### src/rtl/clk_mon_pkg.sv
// Shared types and helpers for the fabric-side clock lock monitor.
package clk_mon_pkg;

    typedef enum logic {
        IDLE    = 1'b0,
        MEASURE = 1'b1
    } mon_state_t;

    typedef struct packed {
        logic [32:0] lo;
        logic [32:0] hi;
    } bounds_t;

    // Tolerance bounds clamped to [0, 2^cnt_w-1] so a wide TOL can never wrap.
    function automatic bounds_t calc_bounds(input int unsigned exp_edges,
                                            input int unsigned tol,
                                            input int unsigned cnt_w);
        logic [32:0] max_cnt;
        logic [32:0] e;
        logic [32:0] t;
        logic [32:0] sum;
        bounds_t     b;
        max_cnt = (33'd1 << cnt_w) - 33'd1;
        e       = {1'b0, exp_edges};
        t       = {1'b0, tol};
        sum     = e + t;
        b.lo    = (e >= t) ? (e - t) : 33'd0;
        b.lo    = (b.lo > max_cnt) ? max_cnt : b.lo;
        b.hi    = (sum > max_cnt) ? max_cnt : sum;
        return b;
    endfunction

endpackage

### src/rtl/clk_edge_sync.sv
// Two-flop synchronizer plus rising-edge detect for an asynchronous status input.
module clk_edge_sync (
    input  logic i_clk,
    input  logic i_rst_n,
    input  logic i_async,
    output logic o_rise
);

    logic r_sync1;
    logic r_sync2;
    logic r_sync3;

    // NOTE: non-blocking assignments make each stage take the previous stage's old value.
    always_ff @(posedge i_clk) begin
        if (!i_rst_n) begin
            r_sync1 <= 1'b0;
            r_sync2 <= 1'b0;
            r_sync3 <= 1'b0;
        end else begin
            r_sync1 <= i_async;
            r_sync2 <= r_sync1;
            r_sync3 <= r_sync2;
        end
    end

    assign o_rise = r_sync2 & ~r_sync3;

endmodule

### src/rtl/clk_lock_monitor.sv
// Counts MON_CLK rising edges over fixed FAB_CLK windows and derives a LOCK
// indication after LOCK_COUNT consecutive in-tolerance windows.
module clk_lock_monitor
    import clk_mon_pkg::*;
#(
    parameter int unsigned CNT_W         = 16,
    parameter int unsigned WINDOW_CYCLES = 1000,
    parameter int unsigned EXP_EDGES     = 250,
    parameter int unsigned TOL           = 2,
    parameter int unsigned LOCK_COUNT    = 4
) (
    input  logic             FAB_CLK,
    input  logic             M2F_RESET_N,
    input  logic             ENABLE,
    input  logic             MON_CLK,
    output logic             LOCK,
    output logic [CNT_W-1:0] FREQ_COUNT,
    output logic             COUNT_VALID,
    output logic             ERR_HIGH,
    output logic             ERR_LOW
);

    localparam bounds_t          BOUNDS   = calc_bounds(EXP_EDGES, TOL, CNT_W);
    localparam logic [CNT_W:0]   LO_BOUND = BOUNDS.lo[CNT_W:0];
    localparam logic [CNT_W:0]   HI_BOUND = BOUNDS.hi[CNT_W:0];
    localparam logic [CNT_W-1:0] WIN_LAST = CNT_W'(WINDOW_CYCLES - 1);
    localparam logic [CNT_W-1:0] CNT_MAX  = {CNT_W{1'b1}};
    localparam logic [3:0]       LOCK_TGT = 4'(LOCK_COUNT);

    mon_state_t       r_state;
    mon_state_t       w_state_next;
    logic [CNT_W-1:0] r_win_cnt;
    logic [CNT_W-1:0] r_edge_cnt;
    logic [CNT_W-1:0] w_edge_next;
    logic [CNT_W:0]   w_final_ext;
    logic [3:0]       r_good_cnt;
    logic [3:0]       w_good_next;
    logic             r_lock;
    logic             r_count_valid;
    logic             r_err_high;
    logic             r_err_low;
    logic [CNT_W-1:0] r_freq_count;
    logic             w_edge_pulse;
    logic             w_measuring;
    logic             w_win_end;
    logic             w_in_tol;

    clk_edge_sync u_mon_sync (
        .i_clk   (FAB_CLK),
        .i_rst_n (M2F_RESET_N),
        .i_async (MON_CLK),
        .o_rise  (w_edge_pulse)
    );

    always_ff @(posedge FAB_CLK) begin
        if (!M2F_RESET_N) r_state <= IDLE;
        else              r_state <= w_state_next;
    end

    // NOTE: default assigned first so no path leaves w_state_next unassigned (no latch).
    always_comb begin
        w_state_next = r_state;
        case (r_state)
            IDLE:    if (ENABLE)  w_state_next = MEASURE;
            MEASURE: if (!ENABLE) w_state_next = IDLE;
            default: w_state_next = IDLE;
        endcase
    end

    // A deasserted ENABLE wins over a window end: that window is never reported.
    assign w_measuring = (r_state == MEASURE) && ENABLE;
    assign w_win_end   = w_measuring && (r_win_cnt == WIN_LAST);
    assign w_edge_next = (w_edge_pulse && (r_edge_cnt != CNT_MAX)) ? r_edge_cnt + 1'b1 : r_edge_cnt;
    assign w_final_ext = {1'b0, w_edge_next};
    assign w_in_tol    = (w_final_ext >= LO_BOUND) && (w_final_ext <= HI_BOUND);
    assign w_good_next = (r_good_cnt >= LOCK_TGT) ? LOCK_TGT : r_good_cnt + 1'b1;

    always_ff @(posedge FAB_CLK) begin
        if (!M2F_RESET_N) begin
            r_win_cnt     <= '0;
            r_edge_cnt    <= '0;
            r_good_cnt    <= '0;
            r_lock        <= 1'b0;
            r_count_valid <= 1'b0;
            r_err_high    <= 1'b0;
            r_err_low     <= 1'b0;
            r_freq_count  <= '0;
        end else begin
            r_count_valid <= 1'b0;
            if (!w_measuring) begin
                r_win_cnt  <= '0;
                r_edge_cnt <= '0;
                r_good_cnt <= '0;
                r_lock     <= 1'b0;
            end else if (w_win_end) begin
                // The pulse on the closing cycle is folded into the reported count.
                r_win_cnt     <= '0;
                r_edge_cnt    <= '0;
                r_freq_count  <= w_edge_next;
                r_count_valid <= 1'b1;
                r_err_high    <= (w_final_ext > HI_BOUND);
                r_err_low     <= (w_final_ext < LO_BOUND);
                if (w_in_tol) begin
                    r_good_cnt <= w_good_next;
                    r_lock     <= (w_good_next == LOCK_TGT);
                end else begin
                    r_good_cnt <= '0;
                    r_lock     <= 1'b0;
                end
            end else begin
                r_win_cnt  <= r_win_cnt + 1'b1;
                r_edge_cnt <= w_edge_next;
            end
        end
    end

    assign LOCK        = r_lock;
    assign FREQ_COUNT  = r_freq_count;
    assign COUNT_VALID = r_count_valid;
    assign ERR_HIGH    = r_err_high;
    assign ERR_LOW     = r_err_low;

endmodule

### config.mk
export PLATFORM = sky130hd
export DESIGN_NAME = clk_lock_monitor
export DESIGN_NICKNAME = d
export VERILOG_FILES = /design/src/rtl/clk_mon_pkg.sv /design/src/rtl/clk_edge_sync.sv /design/src/rtl/clk_lock_monitor.sv
export SDC_FILE = /design/constraint.sdc
export NUM_CORES = 1
export LEC_CHECK = 0
export CORE_MARGIN = 5
export CORE_UTILIZATION = 40
export DETAILED_ROUTE_END_ITERATION = 16
export PLACE_DENSITY_LB_ADDON = 0.1
export SLEW_MARGIN = 25
export SYNTH_ARGS = -nofsm -noshare
export SYNTH_HDL_FRONTEND = slang
export SYNTH_SLANG_ARGS = --single-unit
export TNS_END_PERCENT = 100
### constraint.sdc
create_clock -name FAB_CLK -period 3.07 [get_ports FAB_CLK]
set_input_delay 0.307 -clock FAB_CLK [delete_from_list [all_inputs] [get_ports FAB_CLK]]
set_output_delay 0.307 -clock FAB_CLK [all_outputs]
set_load 0.05 [all_outputs]
==> impl_metrics.tcl <==
set metrics [dict create \
    port_buffers 23 \
    holdBufCountCts 0 \
    ir_drop_v 0.000181 \
    worst_path_most_repeated_cell "a22oi_1" \
    finalSetupViolCount 0 \
    ys_warn_count 0 \
    start_util_pct 41.5 \
    skew_ns 0.00857 \
    drc 0 \
    synth_top_area_cell "dfxtp_1" \
    dp_hpwl_mm 4.35 \
    synth_seq_area_share_pct 42.1 \
    drtAntennaViolNets 0 \
    crit_slowest_cell "nor4_2" \
    gp_congestion 0.791 \
    post_cts_buffers 0 \
    grt_max_degree 27 \
    drive_gt1_share_pct 9.40 \
    max_slew_margin_pct 58.9 \
    crit_path_start_kind "register" \
    fin_cells 447 \
    synth_top_cell_area_share_pct 42.1 \
    async_flop_share_pct 0 \
    synth.avg_cell_area_um2 8.83 \
    p_per_area_mw_per_mm2 456 \
    dr.pass1.iters 4 \
    min_period_ns 2.55 \
    clock_latency_ns 0.33 \
    clk_pin_slew_ns 0.07 \
    ys_types 53 \
    clk_path_buf_depth 2 \
    numCtsBuffers 9 \
    p_leak_nw 1.10 \
    die_y_um 94.4 \
    grt_overflow_total 0 \
    vias_per_cell 5.16 \
    cts_resized 0 \
    cts_tree "done" \
    fmax_mhz 392 \
    synth_edf_count 0 \
    post-route-period-util_pct 83.1 \
    nets 353 \
    min_path_type "register to register" \
    num_rows 30 \
    pin_count 24 \
    clock-sinks 60 \
    status "finished clean" \
    antenna_cells 0 \
    place_area_mm2 0.00315 \
    core_region_area_mm2 0.00687 \
    grt.total_usage_pct 15.1 \
    syn2layout_area_growth_pct 17.7 \
    synth_most_common_cell "dfxtp_1" \
    fin_setup_tns_ns 0 \
    arrival_ns 2.81 \
    antenna_found_initial 0 \
    die_area_mm2 0.00892 \
    ys_top_cells_by_count "dfxtp_1, nor2_1, nand2_1" \
    grt_pass1_wl_mm 10.4 \
    syn-num-nets 330 \
    crit_required_ns 3.33 \
    totalWireLength_mm 6.04 \
    synth_area_mm2 0.00285 \
    synth_seq_cells 60 \
    wire_per_inst_um 13.5 \
    grt_pass1_vias 2161 \
    crit_path_end_kind "register" \
    htreeDepth 3 \
    crit_type "register to register" \
    crit_path_max_incr_delay_ns 0.50 \
    path_max_fanout 8 \
    drt_iter0_drc 124 \
    drv_cap 0 \
    yosys-top-cells-area "dfxtp_1, nor2_1, xor2_1" \
    cts-root-buf "clkbuf_8" \
    worstPathCellList "ha_1 > nand3_2 > nor4_2 > o311ai_0 > a22oi_1 > nand4_2 > a22oi_1" \
    vias 2305 \
    yosys_most_used_dff "dfxtp_1" \
    dp_cells 431 \
    hold_viol_final 0 \
    rsz0062_at_grt "false" \
    finalInstanceArea_mm2 0.00336 \
    worstMarginPinSlew_ns 0.615 \
    syn_inst 323 \
    maxSlewViolCount 0 \
    die_w_um 94.4 \
]
## critical path, delay by kind of cell, from the launching register on
family	cells	cell delay, ns
and+or+nand+nor	3	0.89
AOI/OAI and AO/OA	3	0.79
DFF	1	0.46
adders and majority gates	1	0.32
## registers in the layout (all words and copies together) (netlist names)
signal	count
ERR_LOW	1
r_good_cnt	4
FREQ_COUNT	16
LOCK	1
ERR_HIGH	1
r_edge_cnt	16
u_mon_sync.r_sync2	1
r_state	1
u_mon_sync.r_sync3	1
r_win_cnt	16
COUNT_VALID	1
u_mon_sync.r_sync1	1
## through the flow
step / power [mW] / utilization (%) / setup WS [ns] / hold slack, ns
2_1_floorplan: 0.813 / - / 0.889 / 0.412
3_3_place_gp: 0.822 / 45.9 / 0.686 / 0.420
3_5_place_dp: 0.822 / 45.9 / 0.557 / 0.428
4_1_cts: 1.55 / 48.9 / 0.531 / 0.444
5_1_grt: 1.58 / 48.9 / 0.251 / 0.465
6_report: 1.53 / 48.9 / 0.519 / 0.438
## path summary, 6_finish.rpt
path                            slack (ns)          startpoint            endpoint  cells past startpoint
worst max-delay path                  0.52       r_edge_cnt[0]       r_good_cnt[2]                      7
worst min-delay path                  0.44  u_mon_sync.r_sync1  u_mon_sync.r_sync2                      1
worst max register to register        0.52       r_edge_cnt[0]       r_good_cnt[2]                      7
worst min register to register        0.44  u_mon_sync.r_sync1  u_mon_sync.r_sync2                      1
## routing by layer
layer,up-vias,routed length [µm],global-route usage [%]
met4,0,129,7.58
met5,-,0,0
met3,11,250,3.35
li1,1195,-,-
met1,1051,3080,21.5
met2,48,2570,21.3
## final cells by class
cell class	instances	area, µm²
fill	676	3510
multi-input combinational	242	1560
sequential	60	1200
timing repair buffer	25	245
clock buffer	12	155
tap	96	120
clock inverter	4	47.5
inverter	8	30.0
## cells in the final DEF (no fill, tap or decap), drive strengths merged, types with 2 or more instances in the layout
cell	instances
nand4	18
or3	4
and4	3
nor3	5
nand3	14
nor3b	2
nor4	6
xor2	17
clkdlybuf4s50	23
a311oi	2
a21oi	6
o211ai	2
clkbuf	12
and3	11
nand3b	2
clkinv	2
a211oi	13
ha	3
nor2b	2
dfxtp	60
nand2	21
and2	9
mux2i	3
nor2	57
o21ai	12
buf	2
mux2	2
xnor2	10
inv	8
a2111oi	2
a22oi	2
## report_power, final
part / total, mW / internal (mW) / switching [mW]
logic: 0.0212 / 0.00713 / 0.0141
registers: 0.783 / 0.781 / 0.00182
clock network: 0.726 / 0.417 / 0.309
total: 1.53 / 1.20 / 0.325
## logic make-up after synthesis
kind of cell	share of synthesized area, %
compound gates	12.5
xor+xnor	8.29
fa+ha+maj	1.32
buf+inv	3.25
flops	42.1
mux	1.84
simple gates	30.7
Note: power is estimated with default switching activity, not from simulation.
